[config.mk]
export PLATFORM = sky130hd
export DESIGN_NAME = result_display
export DESIGN_NICKNAME = d
export VERILOG_FILES = /design/src/rtl/result_display.sv
export SDC_FILE = /design/constraint.sdc
export NUM_CORES = 1
export LEC_CHECK = 0
export ABC_AREA = 1
export ABC_CLOCK_PERIOD_IN_PS = 3060
export CORE_UTILIZATION = 66
export CTS_BUF_LIST = sky130_fd_sc_hd__clkbuf_4 sky130_fd_sc_hd__clkbuf_8
export CTS_CLUSTER_DIAMETER = 150
export DETAILED_ROUTE_END_ITERATION = 8
export DONT_BUFFER_PORTS = 1
export GPL_TIMING_DRIVEN = 0
export PLACE_DENSITY = 0.88
export SYNTH_ARGS = -nofsm -noshare
export SYNTH_HDL_FRONTEND = slang
export SYNTH_SLANG_ARGS = --single-unit
[constraint.sdc]
create_clock -name clk -period 3.06 [get_ports clk]
set_input_delay 0.612 -clock clk [delete_from_list [all_inputs] [get_ports clk]]
set_output_delay 0.612 -clock clk [all_outputs]
set_load 0.03 [all_outputs]
[src/rtl/result_display.sv]
// Signed subtraction-result display: double-dabble conversion into BCD, then a
// multiplexed 4-digit seven-segment scan. Define LEADING_ZERO_BLANK_EN to blank leading zeros.
module result_display #(
    parameter int Width       = 4,
    parameter int REFRESH_DIV = 65536
) (
    input  logic             clk,
    input  logic             rst,
    input  logic             load,
    input  logic [Width-1:0] resta_end,
    input  logic             borrow,
    output logic [3:0]       an,
    output logic [6:0]       seg,
    output logic             busy,
    output logic             done
);

    localparam int CW = (REFRESH_DIV > 2) ? $clog2(REFRESH_DIV) : 1;
    localparam int SW = $clog2(Width);
    localparam logic [CW-1:0] REF_LAST  = CW'(REFRESH_DIV - 1);
    localparam logic [SW-1:0] STEP_LAST = SW'(Width - 1);
    localparam logic [6:0]    SEG_BLANK = 7'b1111111;
    localparam logic [6:0]    SEG_MINUS = 7'b0111111;

    typedef enum logic [1:0] {IDLE, CONV, SHOW} state_t;

    state_t           state_reg, state_next;
    logic [Width-1:0] bin_reg;
    logic [11:0]      bcd_reg, bcd_adj, bcd_step, disp_bcd_reg;
    logic [SW-1:0]    step_reg;
    logic [CW-1:0]    ref_cnt_reg;
    logic [1:0]       digit_idx_reg;
    logic             neg_reg, disp_neg_reg, disp_valid_reg, done_reg;
    logic             accept, last_step;
    logic [3:0]       units, tens, hund;
    logic             tens_blank, hund_blank;

    function automatic logic [6:0] seven_seg(input logic [3:0] d);
        case (d)
            4'd0:    return 7'b1000000;
            4'd1:    return 7'b1111001;
            4'd2:    return 7'b0100100;
            4'd3:    return 7'b0110000;
            4'd4:    return 7'b0011001;
            4'd5:    return 7'b0010010;
            4'd6:    return 7'b0000010;
            4'd7:    return 7'b1111000;
            4'd8:    return 7'b0000000;
            4'd9:    return 7'b0010000;
            default: return 7'b1111111;
        endcase
    endfunction

    assign accept    = load && (state_reg != CONV);
    assign last_step = (state_reg == CONV) && (step_reg == STEP_LAST);

    // Add-3 correction on every BCD digit of 5 or more before the shift.
    generate
        for (genvar gi = 0; gi < 3; gi++) begin : g_adj
            assign bcd_adj[4*gi +: 4] = (bcd_reg[4*gi +: 4] >= 4'd5) ?
                                        bcd_reg[4*gi +: 4] + 4'd3 : bcd_reg[4*gi +: 4];
        end
    endgenerate

    assign bcd_step = (bcd_adj << 1) | {11'b0, bin_reg[Width-1]};

    always_ff @(posedge clk or posedge rst) begin
        if (rst) state_reg <= IDLE;
        else     state_reg <= state_next;
    end

    always_comb begin
        state_next = state_reg;
        case (state_reg)
            IDLE:    if (load) state_next = CONV;
            CONV:    if (step_reg == STEP_LAST) state_next = SHOW;
            SHOW:    if (load) state_next = CONV;
            default: state_next = IDLE;
        endcase
    end

    always_ff @(posedge clk or posedge rst) begin
        if (rst) begin
            bin_reg        <= '0;
            bcd_reg        <= '0;
            step_reg       <= '0;
            neg_reg        <= 1'b0;
            disp_bcd_reg   <= '0;
            disp_neg_reg   <= 1'b0;
            disp_valid_reg <= 1'b0;
            done_reg       <= 1'b0;
        end else begin
            done_reg <= last_step;
            if (accept) begin
                bin_reg  <= resta_end;
                bcd_reg  <= '0;
                step_reg <= '0;
                // A negative zero is shown as plain zero, so the sign needs a nonzero magnitude.
                neg_reg  <= ~borrow & (|resta_end);
            end else if (state_reg == CONV) begin
                bin_reg  <= bin_reg << 1;
                bcd_reg  <= bcd_step;
                step_reg <= step_reg + 1'b1;
                if (last_step) begin
                    disp_bcd_reg   <= bcd_step;
                    disp_neg_reg   <= neg_reg;
                    disp_valid_reg <= 1'b1;
                end
            end
        end
    end

    always_ff @(posedge clk or posedge rst) begin
        if (rst) begin
            ref_cnt_reg   <= '0;
            digit_idx_reg <= 2'd0;
        end else if (ref_cnt_reg == REF_LAST) begin
            ref_cnt_reg   <= '0;
            digit_idx_reg <= digit_idx_reg + 2'd1;
        end else begin
            ref_cnt_reg <= ref_cnt_reg + 1'b1;
        end
    end

    assign units = disp_bcd_reg[3:0];
    assign tens  = disp_bcd_reg[7:4];
    assign hund  = disp_bcd_reg[11:8];

`ifdef LEADING_ZERO_BLANK_EN
    assign hund_blank = (hund == 4'd0);
    assign tens_blank = (hund == 4'd0) && (tens == 4'd0);
`else
    assign hund_blank = 1'b0;
    assign tens_blank = 1'b0;
`endif

    always_comb begin
        busy = (state_reg == CONV);
        done = done_reg;
        an   = ~(4'b0001 << digit_idx_reg);
        seg  = SEG_BLANK;
        if (state_reg != IDLE && disp_valid_reg) begin
            case (digit_idx_reg)
                2'd0:    seg = seven_seg(units);
                2'd1:    seg = tens_blank ? SEG_BLANK : seven_seg(tens);
                2'd2:    seg = hund_blank ? SEG_BLANK : seven_seg(hund);
                default: seg = disp_neg_reg ? SEG_MINUS : SEG_BLANK;
            endcase
        end
    end

endmodule
==> impl_results.md <==
* Run status: complete, no violations
* Synth top cells by count: nand2_1 (128), inv_1 (71), dfrtp_1 (54)
* Initial Util at 0.701
* Iter 0 DRT Violations at around 180
* Arrival @ worst endpoint at around 2200 ps
* Pleak at ~1.9 nW
* IO buf count at 0
* Vias in the first global route at around 2600
* Max-cap violations at 0
* CP max stage delay at 440 ps
* Yosys reg bits at 54
* TNS Setup at 0 ps
* Largest net degree at the start of global routing at 32
* # IOs at 21
* First-pass GRT wire length at 11.1 mm
* Core area at between 4000 and 5000 um2
* Placer Congestion at 0.871
* DRC viols at 0
* Worst skew pair latency at 310 ps
* Max Fclk at between 300 and 400 MHz
* Die width at 73.7 um
* Post-CTS sizing at 0
* # setup viols final at 0
* Worst Path Class, Setup: flip-flop to output port
* Slowest-stage cell, CP: dfrtp_1
* Relative slew slack at 0.633
* Crit Path Max Fanout at 6
* Final HPWL DP at 5.00 mm
* Cell variety after synth at 31
* Clock buffer count from CTS at 5
* Post-CTS Setup Bufs at 0
* VDD IR max at approximately 0.00055 V
* CTS sink cnt at 54
* Asr flop ratio synth at 1.00
* EDFF count, synth at 0
* Die area at 5440 um2
* DP Area at 3500 um2
* PD cells at just over 800 nW/um2
* Synthesis-to-finish area growth at 5.93%
* Worst Reg2Reg Path Length in Cells at 9
* Max Slew Vio Count at 0
* Number of diodes at 0
* Top delay family on crit path: simple AND/OR/NAND/NOR gates
* Initial antenna violation count at 0
* Synth top area cells: dfrtp_1 (40%), nand2_1 (14%), ha_1 (11%)
* Synthesized area at roughly 3400 um2
* CP Launch Point: digit_idx_reg[0]
* Register area share after synthesis at 0.398
* Min Tclk post-route at 2850 ps
* Post-DRT Antenna Nets at 0
* Count of nets after finishing at between 400 and 500
* 1st-pass router iterations at 5
* Clock-pin slew on the worst setup and hold paths at 110 ps
* Cell count after synthesis at about 440
* CP Cell Sequence: inv_1 > ha_1 > inv_1 > a21oi_1 > nand2_1 > nand2_1 > nor2_1 > nor2_1
* Routed WL at between 6 and 7 mm
* Clk buf depth at 2
* Worst setup SP type: flip-flop
* Tcrit/Tclk final at 0.932
* Vias at ~2800
* Yosys warning total at 0
* Clock root buffer: clkbuf_8
* Hold buffer count at cts at 0
* Worst-case clock skew at between 10 and 15 ps
* Synth Flop Type: dfrtp_1
* Vias per cell at 5.47
* Mean post-synth cell area at 7.65 um2
* Max reg flops at 16
* Rows at 25
* Yosys top cell by area: dfrtp_1
* Final Hold Viols at 0
* H-tree levels at 2
* TritonCTS clock tree: built
* Worst r2r src: bcd_reg[0]
* Critical path buffers and inverters at 2
* RSZ-0062 raised after global routing: false
* GRT Util Overall at 0.269
* Gr ovfl total at 0
* DR WL/cell at between 10 and 15 um
* Slew of the pin with the lowest slew margin at about 550 ps
* Most numerous cell in the Yosys netlist: nand2_1
* Fillcell total at approximately 380
* Hold Path Class: input port to asynchronous set/reset pin
* Yosys top cell area share at 0.398
* Chip height at 73.7 um
* Design Area, Final at about 3600 um2
* Worst Path Required at roughly 2500 ps
* Syn Nets at 483
* Crit end category: output port
* CP Depth at 8
* Share of cells above drive strength 1 at 0.0773
-- logic make-up after synthesis --
kind of cell,Yosys count,synth area share
AND/OR/NAND/NOR,219,0.283
XOR/XNOR,10,0.0258
buffers and inverters,78,0.0913
adder cells (fa/ha/maj),31,0.114
flip-flops,54,0.398
AO/OA/AOI/OAI,52,0.0880
-- final timing paths --
| path | endpoint | slack [ps] |
|---|---|---|
| max | seg[6] | 210 |
| min reg2reg | disp_valid_reg | 480 |
| max in group asynchronous | disp_neg_reg | 2330 |
| max reg2reg | disp_bcd_reg[1] | 1550 |
| min in group clk | state_reg[1] | 390 |
| min | bin_reg[2] | 200 |
-- worst register-to-register path, cell delays in order, from the launching register on --
cell and delay, ps:
dfrtp_1 430, inv_1 120, ha_1 170, inv_1 40, nand2_1 70, nand3_1 170, inv_1 130, nand2_1 70
nand3_1 90, o21ai_0 100
-- cell type report --
type | instances | area (um2) | share of cell area
timing repair buffer | 1 | 20.0 | 0.00556
tap | 67 | 83.8 | 0.0233
clock inverter | 3 | 28.8 | 0.00800
multi-input combinational | 312 | 1740 | 0.482
buffer | 5 | 36.3 | 0.0101
sequential | 54 | 1350 | 0.376
inverter | 73 | 274 | 0.0761
clock buffer | 5 | 68.8 | 0.0191
-- layer usage --
metal	vias up	routed length, um	GRT usage	part of all wire
met5	-	0	0	0
met4	0	91	0.0876	0.014
met3	12	376	0.0562	0.057
met2	100	3040	0.445	0.46
met1	1320	3130	0.354	0.47
li1	1410	-	-	-
-- cell usage in the layout, fill, tap and decap left out, types with 2 or more instances in the layout --
cell type / netlist / final
a21oi_1: 6 / 6
buf_2: 2 / 2
buf_4: 2 / 2
clkbuf_8: 0 / 5
clkinv_4: 0 / 2
dfrtp_1: 54 / 54
ha_1: 31 / 31
inv_1: 71 / 70
inv_2: 2 / 3
nand2_1: 128 / 128
nand2_2: 6 / 6
nand3_1: 35 / 35
nand4_1: 8 / 8
nor2_1: 30 / 30
nor2_2: 4 / 4
nor2_4: 3 / 3
o211ai_1: 3 / 3
o21ai_0: 23 / 23
o21ai_1: 8 / 8
o21bai_1: 2 / 2
o22ai_1: 5 / 5
or2_2: 2 / 2
xnor2_1: 2 / 2
xor2_1: 8 / 8
-- power by group --
part	internal (mW)	leakage, nW	total, mW	switching, mW
combinational	0.441	1.10	1.46	1.02
sequential	0.894	0.707	1.07	0.175
clock	0.170	0.0502	0.421	0.251
-- through the flow --
step           setup slack [ps]  instances  power, mW   util  hold slack (ps)
2_1_floorplan               745        444       2.21      -              430
3_3_place_gp                607        511       2.44  0.718              443
3_5_place_dp                572        512       2.52  0.722              459
4_1_cts                     211        520       2.94  0.742              214
5_1_grt                    22.8        520       3.22  0.742              226
6_report                    207        520       2.95  0.742              196
(Power assumes the default switching activity.)
